**config.mk**
```make
export PLATFORM = sky130hd
export DESIGN_NAME = xfer_status_tracker
export DESIGN_NICKNAME = d
export VERILOG_FILES = /design/src/rtl/xfer_status_pkg.sv /design/src/rtl/xfer_status_ch.sv /design/src/rtl/xfer_status_tracker.sv
export SDC_FILE = /design/constraint.sdc
export NUM_CORES = 1
export LEC_CHECK = 0
export CAP_MARGIN = 20
export CORE_MARGIN = 1
export CORE_UTILIZATION = 45
export DETAILED_ROUTE_END_ITERATION = 6
export PLACE_DENSITY = 0.81
export SYNTH_ARGS = -nofsm -noshare
export SYNTH_HDL_FRONTEND = slang
export SYNTH_SLANG_ARGS = --single-unit
```
**constraint.sdc**
```tcl
create_clock -name clk -period 3.7 [get_ports clk]
set_input_delay 0.74 -clock clk [delete_from_list [all_inputs] [get_ports clk]]
set_output_delay 0.74 -clock clk [all_outputs]
set_load 0.02 [all_outputs]
```
**src/rtl/xfer_status_pkg.sv**
```systemverilog
// rtl/xfer_status_pkg.sv - shared types and helpers for the transfer status tracker
package xfer_status_pkg;

  typedef enum logic [1:0] {
    ST_IDLE  = 2'b00,
    ST_BUSY  = 2'b01,
    ST_DRAIN = 2'b10,
    ST_DONE  = 2'b11
  } xfer_state_e;

  localparam int DRAIN_MAX_DEF = 8;

  function automatic int drain_cnt_w(input int drain_max);
    return $clog2(drain_max + 1);
  endfunction

  function automatic logic [4:0] popcount16(input logic [15:0] v);
    logic [4:0] c;
    c = '0;
    for (int i = 0; i < 16; i++) begin
      c = c + 5'(v[i]);
    end
    return c;
  endfunction

endpackage

```
**src/rtl/xfer_status_ch.sv**
```systemverilog
// rtl/xfer_status_ch.sv - one channel's completion FSM, drain window counter and sticky error
module xfer_status_ch
  import xfer_status_pkg::*;
#(
  parameter int DRAIN_MAX = DRAIN_MAX_DEF
) (
  input  logic clk,
  input  logic rst_n,
  input  logic i_read,
  input  logic i_write,
  input  logic i_done,
  input  logic i_ack,
  output logic o_idle,
  output logic o_done,
  output logic o_err,
  output logic o_enter_done
);

  localparam int DCW = drain_cnt_w(DRAIN_MAX);
  localparam logic [DCW-1:0] LP_LAST = DCW'(DRAIN_MAX - 1);

  xfer_state_e    r_state;
  logic [DCW-1:0] r_cnt;
  logic           r_err;

  xfer_state_e    w_next;
  logic [DCW-1:0] w_cnt_next;
  logic           w_err_next;
  logic           w_strobe;

  assign w_strobe = i_read | i_write;

  // Ack clears err in every state; a timeout in the same cycle re-sets it.
  always_comb begin
    w_next     = r_state;
    w_cnt_next = r_cnt;
    w_err_next = r_err & ~i_ack;
    case (r_state)
      ST_IDLE: begin
        if (i_done)        w_next = ST_DONE;
        else if (w_strobe) w_next = ST_BUSY;
      end
      ST_BUSY: begin
        if (i_done) begin
          if (w_strobe) begin
            w_next     = ST_DRAIN;
            w_cnt_next = '0;
          end else begin
            w_next = ST_DONE;
          end
        end
      end
      ST_DRAIN: begin
        if (!w_strobe) begin
          w_next = ST_DONE;
        end else if (r_cnt == LP_LAST) begin
          w_next     = ST_DONE;
          w_err_next = 1'b1;
        end else begin
          w_cnt_next = r_cnt + 1'b1;
        end
      end
      ST_DONE: begin
        if (w_strobe)   w_next = ST_BUSY;
        else if (i_ack) w_next = ST_IDLE;
      end
      default: w_next = ST_IDLE;
    endcase
  end

  always_ff @(posedge clk or negedge rst_n) begin
    if (!rst_n) begin
      r_state <= ST_IDLE;
      r_cnt   <= '0;
      r_err   <= 1'b0;
    end else begin
      r_state <= w_next;
      r_cnt   <= w_cnt_next;
      r_err   <= w_err_next;
    end
  end

  assign o_idle       = (r_state == ST_IDLE);
  assign o_done       = (r_state == ST_DONE);
  assign o_err        = r_err;
  assign o_enter_done = (w_next == ST_DONE) && (r_state != ST_DONE);

endmodule

```
**src/rtl/xfer_status_tracker.sv**
```systemverilog
// rtl/xfer_status_tracker.sv - multi-channel transfer completion tracker with irq and completion counter
module xfer_status_tracker
  import xfer_status_pkg::*;
#(
  parameter int NUM_CH    = 4,
  parameter int DRAIN_MAX = DRAIN_MAX_DEF,
  parameter int CNT_W     = 8
) (
  input  logic              clk,
  input  logic              rst_n,
  input  logic [NUM_CH-1:0] read_i,
  input  logic [NUM_CH-1:0] write_i,
  input  logic [NUM_CH-1:0] done_i,
  input  logic [NUM_CH-1:0] ack_i,
  input  logic [NUM_CH-1:0] irq_en_i,
  input  logic              cnt_clr_i,
  output logic [NUM_CH-1:0] idle_o,
  output logic [NUM_CH-1:0] done_o,
  output logic [NUM_CH-1:0] err_o,
  output logic              all_idle_o,
  output logic              irq_o,
  output logic [CNT_W-1:0]  cmpl_cnt_o
);

  localparam int SW = CNT_W + 5;
  localparam logic [CNT_W-1:0] CNT_MAX = {CNT_W{1'b1}};

  logic [NUM_CH-1:0] w_enter_done;
  logic [15:0]       w_enter16;
  logic [SW-1:0]     w_sum;
  logic [CNT_W-1:0]  w_cnt_next;
  logic [CNT_W-1:0]  r_cnt;

  for (genvar g = 0; g < NUM_CH; g++) begin : g_ch
    xfer_status_ch #(
      .DRAIN_MAX(DRAIN_MAX)
    ) u_ch (
      .clk         (clk),
      .rst_n       (rst_n),
      .i_read      (read_i[g]),
      .i_write     (write_i[g]),
      .i_done      (done_i[g]),
      .i_ack       (ack_i[g]),
      .o_idle      (idle_o[g]),
      .o_done      (done_o[g]),
      .o_err       (err_o[g]),
      .o_enter_done(w_enter_done[g])
    );
  end

  assign w_enter16  = 16'(w_enter_done);
  assign w_sum      = SW'(r_cnt) + SW'(popcount16(w_enter16));
  assign w_cnt_next = (w_sum > SW'(CNT_MAX)) ? CNT_MAX : w_sum[CNT_W-1:0];

  always_ff @(posedge clk or negedge rst_n) begin
    if (!rst_n)         r_cnt <= '0;
    else if (cnt_clr_i) r_cnt <= '0;
    else                r_cnt <= w_cnt_next;
  end

  assign cmpl_cnt_o = r_cnt;
  assign all_idle_o = &idle_o;
  assign irq_o      = |(done_o & irq_en_i);

endmodule

```
==> impl_metrics.tcl, run 1 <==
set metrics [dict create \
    outcome "finished clean" \
    cts_root_buf "clkbuf_8" \
    maxCapViolations 0 \
    finalSetupTns_ns 0 \
    synth_most_common_cell "dfrtp_1" \
    hold_viol 0 \
    synth_area_leaders "dfrtp_1 40%, nand3_1 6.4%, buf_4 4.6%, a21oi_1 4.4%, o21ai_0 4.4%" \
    ant_nets 0 \
    crit_start "read_i[2]" \
    synth_cell_types 50 \
    hpwl_mm 3.50 \
    design_area_mm2 0.00279 \
    synth-async-reset-ratio_pct 100 \
    min_period_over_period_pct 95.4 \
    cts_setup_buffers 0 \
    hold_slack_ns 0.524 \
    cts_buffer_depth 2 \
    antenna_found_initial 0 \
    combPwrFrac_pct 45.0 \
    grt_max_degree 37 \
    dieArea_mm2 0.00532 \
    slew_violations 0 \
    initial_core_util_pct 47.3 \
    slew_headroom_pct 69.4 \
    yosysSeqAreaShare_pct 39.8 \
    clock_skew_ns 0.00959 \
    synth_cells 253 \
    core_area_mm2 0.00479 \
    path_class "primary input to register" \
    vias_per_cell 5.49 \
    antenna_cells 0 \
    required_ns 3.87 \
    reg2reg_to "cmpl_cnt_o[6]" \
    synth-edff-count 0 \
    grt_usage_pct 20.7 \
    layout-drive-gt1-share_pct 8.36 \
    clkPwrFrac_pct 19.4 \
    syn-cell-area_mm2 0.00226 \
    r2r_setup_slack_ns 0.50 \
    detail_route.iter0.violations 127 \
    yosysWarningCount 0 \
    power_mw 1.99 \
    ios 45 \
    intPower_mw 1.19 \
    yosysTopAreaCell "dfrtp_1" \
    irDropWorstVdd_mv 0.330 \
    ys_top_cells_by_count "36 x dfrtp_1, 29 x nand3_1, 20 x a21oi_1, 20 x o21ai_0, 16 x nor2_1" \
    die-height_um 72.9 \
    rr_startpoint "g_ch[2].u_ch.r_cnt[0]" \
    switchingPower_uw 797 \
    cts_tree "built" \
    critPathCaptureType "register" \
    htree_levels 2 \
    synth_top_flop_cell "dfrtp_1" \
    clk-insertion-delay-late_ns 0.30 \
    grt_pass1_wl_mm 8.31 \
    period_needed_ns 3.53 \
    finalWeightedCongestion 0.810 \
    rows 25 \
    wirelength_mm 4.91 \
    cp-start-kind "primary input" \
    switching_share_pct 40.0 \
    vias 1944 \
    firstDrtPassIters 5 \
    worstPathArrival_ns 3.70 \
    pwr_density_cell_mw_per_mm2 713 \
    synth_top_area_share_pct 39.8 \
    layout.nets 317 \
    rsz0062_at_grt "no" \
    clk_pin_slew_ns 0.08 \
    grt_pass1_vias 1840 \
    syn_avg_cell_area_um2 8.95 \
    grt_overflow 0 \
    die_w_um 72.9 \
    p_leak_nw 1.16 \
    setup_viol 0 \
    drc_errors 0 \
    fmax_mhz 283 \
    pwr-share-seq_pct 35.7 \
    synth_seq_cells 36 \
    portBuffers 44 \
    hold_class "register to register" \
    numCtsBuffers 5 \
    tightest_slew_ns 0.459 \
    cts_hold_buf 0 \
    syn_nets 284 \
    clock-sinks 36 \
    crit_fanout 8 \
    area_growth_pct 23.4 \
    crit_end "cmpl_cnt_o[6]" \
    worstRegToRegCells 12 \
    ctsResizeCount 0 \
    placed_cell_area_mm2 0.00267 \
    wl_per_cell_um 13.9 \
]
## stage by stage
stage	instances	setup WS, ns	utilization [%]
finish	354	0.168	58.4
global route	354	0.0127	58.4
CTS	354	0.173	58.4
detailed placement	346	-0.0866	55.7
global placement	346	0.0368	55.7
floorplan	253	0.352	-
## cell usage in the layout, fill, tap and decap left out, types with 2 or more instances in the layout
| master | n |
|---|---|
| or2_1 | 3 |
| mux2i_1 | 2 |
| nand2b_1 | 5 |
| o211ai_1 | 2 |
| nand4b_1 | 3 |
| and2_1 | 3 |
| xor2_1 | 2 |
| inv_1 | 12 |
| ha_1 | 5 |
| nor2b_1 | 3 |
| nand3_4 | 2 |
| a32o_1 | 2 |
| or3_1 | 7 |
| nor4_1 | 2 |
| clkdlybuf4s50_1 | 44 |
| a31oi_1 | 2 |
| or2_2 | 2 |
| buf_4 | 5 |
| nand3b_1 | 3 |
| nor3_1 | 7 |
| dfrtp_1 | 36 |
| nor2_1 | 16 |
| a22o_1 | 2 |
| clkbuf_8 | 7 |
| a21oi_1 | 20 |
| o22ai_1 | 4 |
| nand3_1 | 29 |
| a221o_1 | 2 |
| o21ai_0 | 20 |
| and3b_1 | 2 |
| nand2_1 | 14 |
| fa_1 | 3 |
## kinds of logic after synthesis
family	Yosys count	share of synthesized area, %
mux	3	1.38
xor+xnor	2	0.774
fa+ha+maj	8	5.42
simple gates	110	27.9
buf+inv	35	8.95
compound gates	59	15.8
flops	36	39.8
## area by class of cell
type / instances / area [um^2]
clock buffers: 7 / 96.3
clock inverters: 1 / 30.0
fillers: 422 / 1990
inverters: 12 / 45.0
multi-input cells: 182 / 1160
flip-flops and latches: 36 / 901
well taps: 67 / 83.8
repair buffers: 49 / 478
## sequential cells by signal, summed over array words and instances, names as in the netlist
register and cells:
cmpl_cnt_o 8, g_ch.u_ch.r_state 8, g_ch.u_ch.o_err 4, g_ch.u_ch.r_cnt 16
## layer usage
| layer | GRT usage, % | part of all wire, % | vias to the layer above |
|---|---|---|---|
| met2 | 33.1 | 47 | 54 |
| met4 | 6.97 | 0.94 | 0 |
| met1 | 26.7 | 47 | 920 |
| met3 | 6.49 | 5.4 | 5 |
| met5 | 0 | 0 | - |
| li1 | - | - | 965 |
## worst max-delay path: stages
cell and delay (ns):
clkdlybuf4s50_1 0.43, or2_1 0.26, nand2_1 0.11, nand2b_1 0.06, a221o_2 0.34, fa_1 0.48, fa_1 0.47, inv_1 0.10
fa_1 0.34, nand3_1 0.11, nor3b_1 0.19, nor3_1 0.07
## how the worst min path moves through the flow
stage / start / endpoint / slack [ns] / depth (start not counted)
floorplan: rst_n / cmpl_cnt_o[0] / 0.44 / 0
CTS: g_ch[1].u_ch.o_err / g_ch[1].u_ch.o_err / 0.53 / 2
finish: g_ch[0].u_ch.o_err / g_ch[0].u_ch.o_err / 0.52 / 2
global route: g_ch[0].u_ch.o_err / g_ch[0].u_ch.o_err / 0.54 / 2
global placement: g_ch[3].u_ch.r_cnt[0] / g_ch[3].u_ch.r_cnt[0] / 0.51 / 1
detailed placement: g_ch[1].u_ch.r_cnt[0] / g_ch[1].u_ch.r_cnt[0] / 0.52 / 1
## power by group through the flow
stage	Sequential [mW]	Clock, mW	Combinational [mW]
final	0.710	0.386	0.895
after CTS	0.705	0.393	0.905
after detailed placement	0.711	0	0.882
after global placement	0.704	0	0.852
after global routing	0.739	0.414	1.01
after floorplan	0.639	0	0.732
Note: power is estimated with default switching activity, not from simulation.
==> run 2, diff against run 1 <==
--- a/config.mk
+++ b/config.mk
@@ -9,7 +9,8 @@
 export CORE_MARGIN = 1
 export CORE_UTILIZATION = 45
 export DETAILED_ROUTE_END_ITERATION = 6
-export PLACE_DENSITY = 0.81
+export PLACE_DENSITY_LB_ADDON = 0.25
 export SYNTH_ARGS = -nofsm -noshare
 export SYNTH_HDL_FRONTEND = slang
 export SYNTH_SLANG_ARGS = --single-unit
+export TNS_END_PERCENT = 5
==> run 2 against run 1 <==
  * Sequential power down 0.6%
  * Global-route usage down 1.6 points
  * Critical endpoint unchanged
  * Power down 3.6%
  * Setup slack better by 0.065 ns
  * Largest cell class unchanged
  * Critical path depth unchanged
==> impl_metrics.tcl, run 2 (same netlist as run 1, synthesis figures left out) <==
set metrics [dict create \
    initial_core_util_pct 47.3 \
    finalWeightedCongestion 0.772 \
    rows 25 \
    worstPathArrival_ns 3.63 \
    path_class "primary input to register" \
    ctsResizeCount 0 \
    ff_latch_area_um2 901 \
    firstDrtPassIters 4 \
    cts_tree "built" \
    cts_root_buf "clkbuf_8" \
    critPathCaptureType "register" \
    antenna_cells 0 \
    rsz0062_at_grt "no" \
    antenna_found_initial 0 \
    ant_nets 0 \
    wirelength_mm 4.54 \
    power_mw 1.92 \
    placed_cell_area_mm2 0.00267 \
    clock_skew_ns 0.00495 \
    crit_fanout 8 \
    slew_headroom_pct 46.9 \
    irDropWorstVdd_mv 0.359 \
    tightest_slew_ns 0.797 \
    fmax_mhz 288 \
    detail_route.iter0.violations 58 \
    htree_levels 2 \
    clk-insertion-delay-late_ns 0.29 \
    cts_setup_buffers 0 \
    outcome "finished clean" \
    ios 45 \
    final_cell_mix "43 x clkdlybuf4s50_1, 36 x dfrtp_1, 29 x nand3_1" \
    cp_cell_sequence "clkdlybuf4s50_1 > or2_1 > nand2_1 > nand2b_1 > a221o_2 > fa_1 > fa_1 > inv_1 > fa_1 > nand3_1 > nor3b_1 > nor3_1" \
    cp_slowest_cell "fa_1" \
    vias_per_cell 5.44 \
    p_leak_nw 1.15 \
    vias 1932 \
    grt_pass1_vias 1773 \
    portBuffers 44 \
    multi_input_area_mm2 0.00116 \
    pwr_density_cell_mw_per_mm2 691 \
    die-height_um 72.9 \
    core_area_mm2 0.00479 \
    hold_class "primary input to async pin" \
    cpPeakStageDelay_ns 0.47 \
    cts_buffer_depth 2 \
    r2r_setup_slack_ns 0.60 \
    area_growth_pct 22.7 \
    maxCapViolations 0 \
    grt_overflow 0 \
    largest_reg_flops 16 \
    min_period_over_period_pct 93.7 \
    numCtsBuffers 5 \
    setup_viol 0 \
    design_area_mm2 0.00278 \
    hold_viol 0 \
    dieArea_mm2 0.00532 \
    layout.nets 318 \
    drc_errors 0 \
    slew_violations 0 \
    fillCellCount 446 \
    grt_max_degree 37 \
    layout_commonest_cell "clkdlybuf4s50_1" \
    die_w_um 72.9 \
    cp-start-kind "primary input" \
    cts_hold_buf 0 \
    clk_pin_slew_ns 0.07 \
    grt_pass1_wl_mm 7.71 \
    required_ns 3.87 \
    cpMostUsedCell "fa_1" \
    period_needed_ns 3.47 \
    layout-drive-gt1-share_pct 8.68 \
    hold_slack_ns 0.527 \
    clock-sinks 36 \
    grt_usage_pct 19.1 \
    largest_register "g_ch.u_ch.r_cnt" \
    wl_per_cell_um 12.8 \
    hpwl_mm 3.33 \
]
-- run 2: area by class of cell --
cell class	count	area share, %
Inverter	12	1.62
Clock buffer	6	2.61
Timing Repair Buffer	50	17.3
Sequential cell	36	32.4
Multi-Input combinational cell	182	41.8
Clock inverter	2	1.26
Tap cell	67	3.02
-- run 2: routing by layer --
metal / vias to the layer above / track usage [%] / wire, um
li1: 963 / - / -
met4: 0 / 8.50 / 87
met1: 923 / 24.9 / 2230
met5: - / 0 / 0
met2: 40 / 29.7 / 1980
met3: 6 / 5.39 / 247
-- run 2: where the power goes --
group          switching (mW)  internal, mW  total (mW)
clock network           0.143         0.200       0.343
logic                   0.441         0.429       0.870
registers               0.181         0.525       0.706
-- run 2: metrics by stage --
| step | setup slack [ns] | utilization, % | TNS (ns) | std cells |
|---|---|---|---|---|
| 6_report | 0.233 | 58.0 | 0 | 355 |
| 5_1_grt | 0.0403 | 58.0 | 0 | 355 |
| 4_1_cts | 0.220 | 58.0 | 0 | 355 |
| 3_5_place_dp | -0.0937 | 55.8 | -0.285 | 347 |
| 3_3_place_gp | -0.00819 | 55.8 | -0.00819 | 347 |
| 2_1_floorplan | 0.352 | - | 0 | 253 |
-- run 2: path summary, 6_finish.rpt --
| path | end | cells after the start | startpoint |
|---|---|---|---|
| max reg2reg | cmpl_cnt_o[6] | 12 | g_ch[2].u_ch.r_cnt[0] |
| max in group asynchronous | g_ch[3].u_ch.r_cnt[3] | 1 | rst_n |
| min in group clk | g_ch[0].u_ch.o_err | 2 | g_ch[0].u_ch.o_err |
| max | cmpl_cnt_o[6] | 12 | write_i[2] |
| min | g_ch[2].u_ch.r_cnt[2] | 1 | rst_n |
| min reg2reg | g_ch[0].u_ch.o_err | 2 | g_ch[0].u_ch.o_err |
-- run 2: critical path: cells and delay by family --
kind	cells	cell delay (ns)
buffers and inverters	2	0.49
and+or+nand+nor	6	0.81
AOI/OAI and AO/OA	1	0.35
adders and majority gates	3	1.24
==> run 3, diff against run 2 <==
--- a/config.mk
+++ b/config.mk
@@ -10,6 +10,7 @@
 export CORE_UTILIZATION = 45
 export DETAILED_ROUTE_END_ITERATION = 6
 export PLACE_DENSITY_LB_ADDON = 0.25
+export SKIP_CTS_REPAIR_TIMING = 1
 export SYNTH_ARGS = -nofsm -noshare
 export SYNTH_HDL_FRONTEND = slang
 export SYNTH_SLANG_ARGS = --single-unit
==> results of run 3 <==
No change in the layout: final DEF, timing and power equal those of run 2.
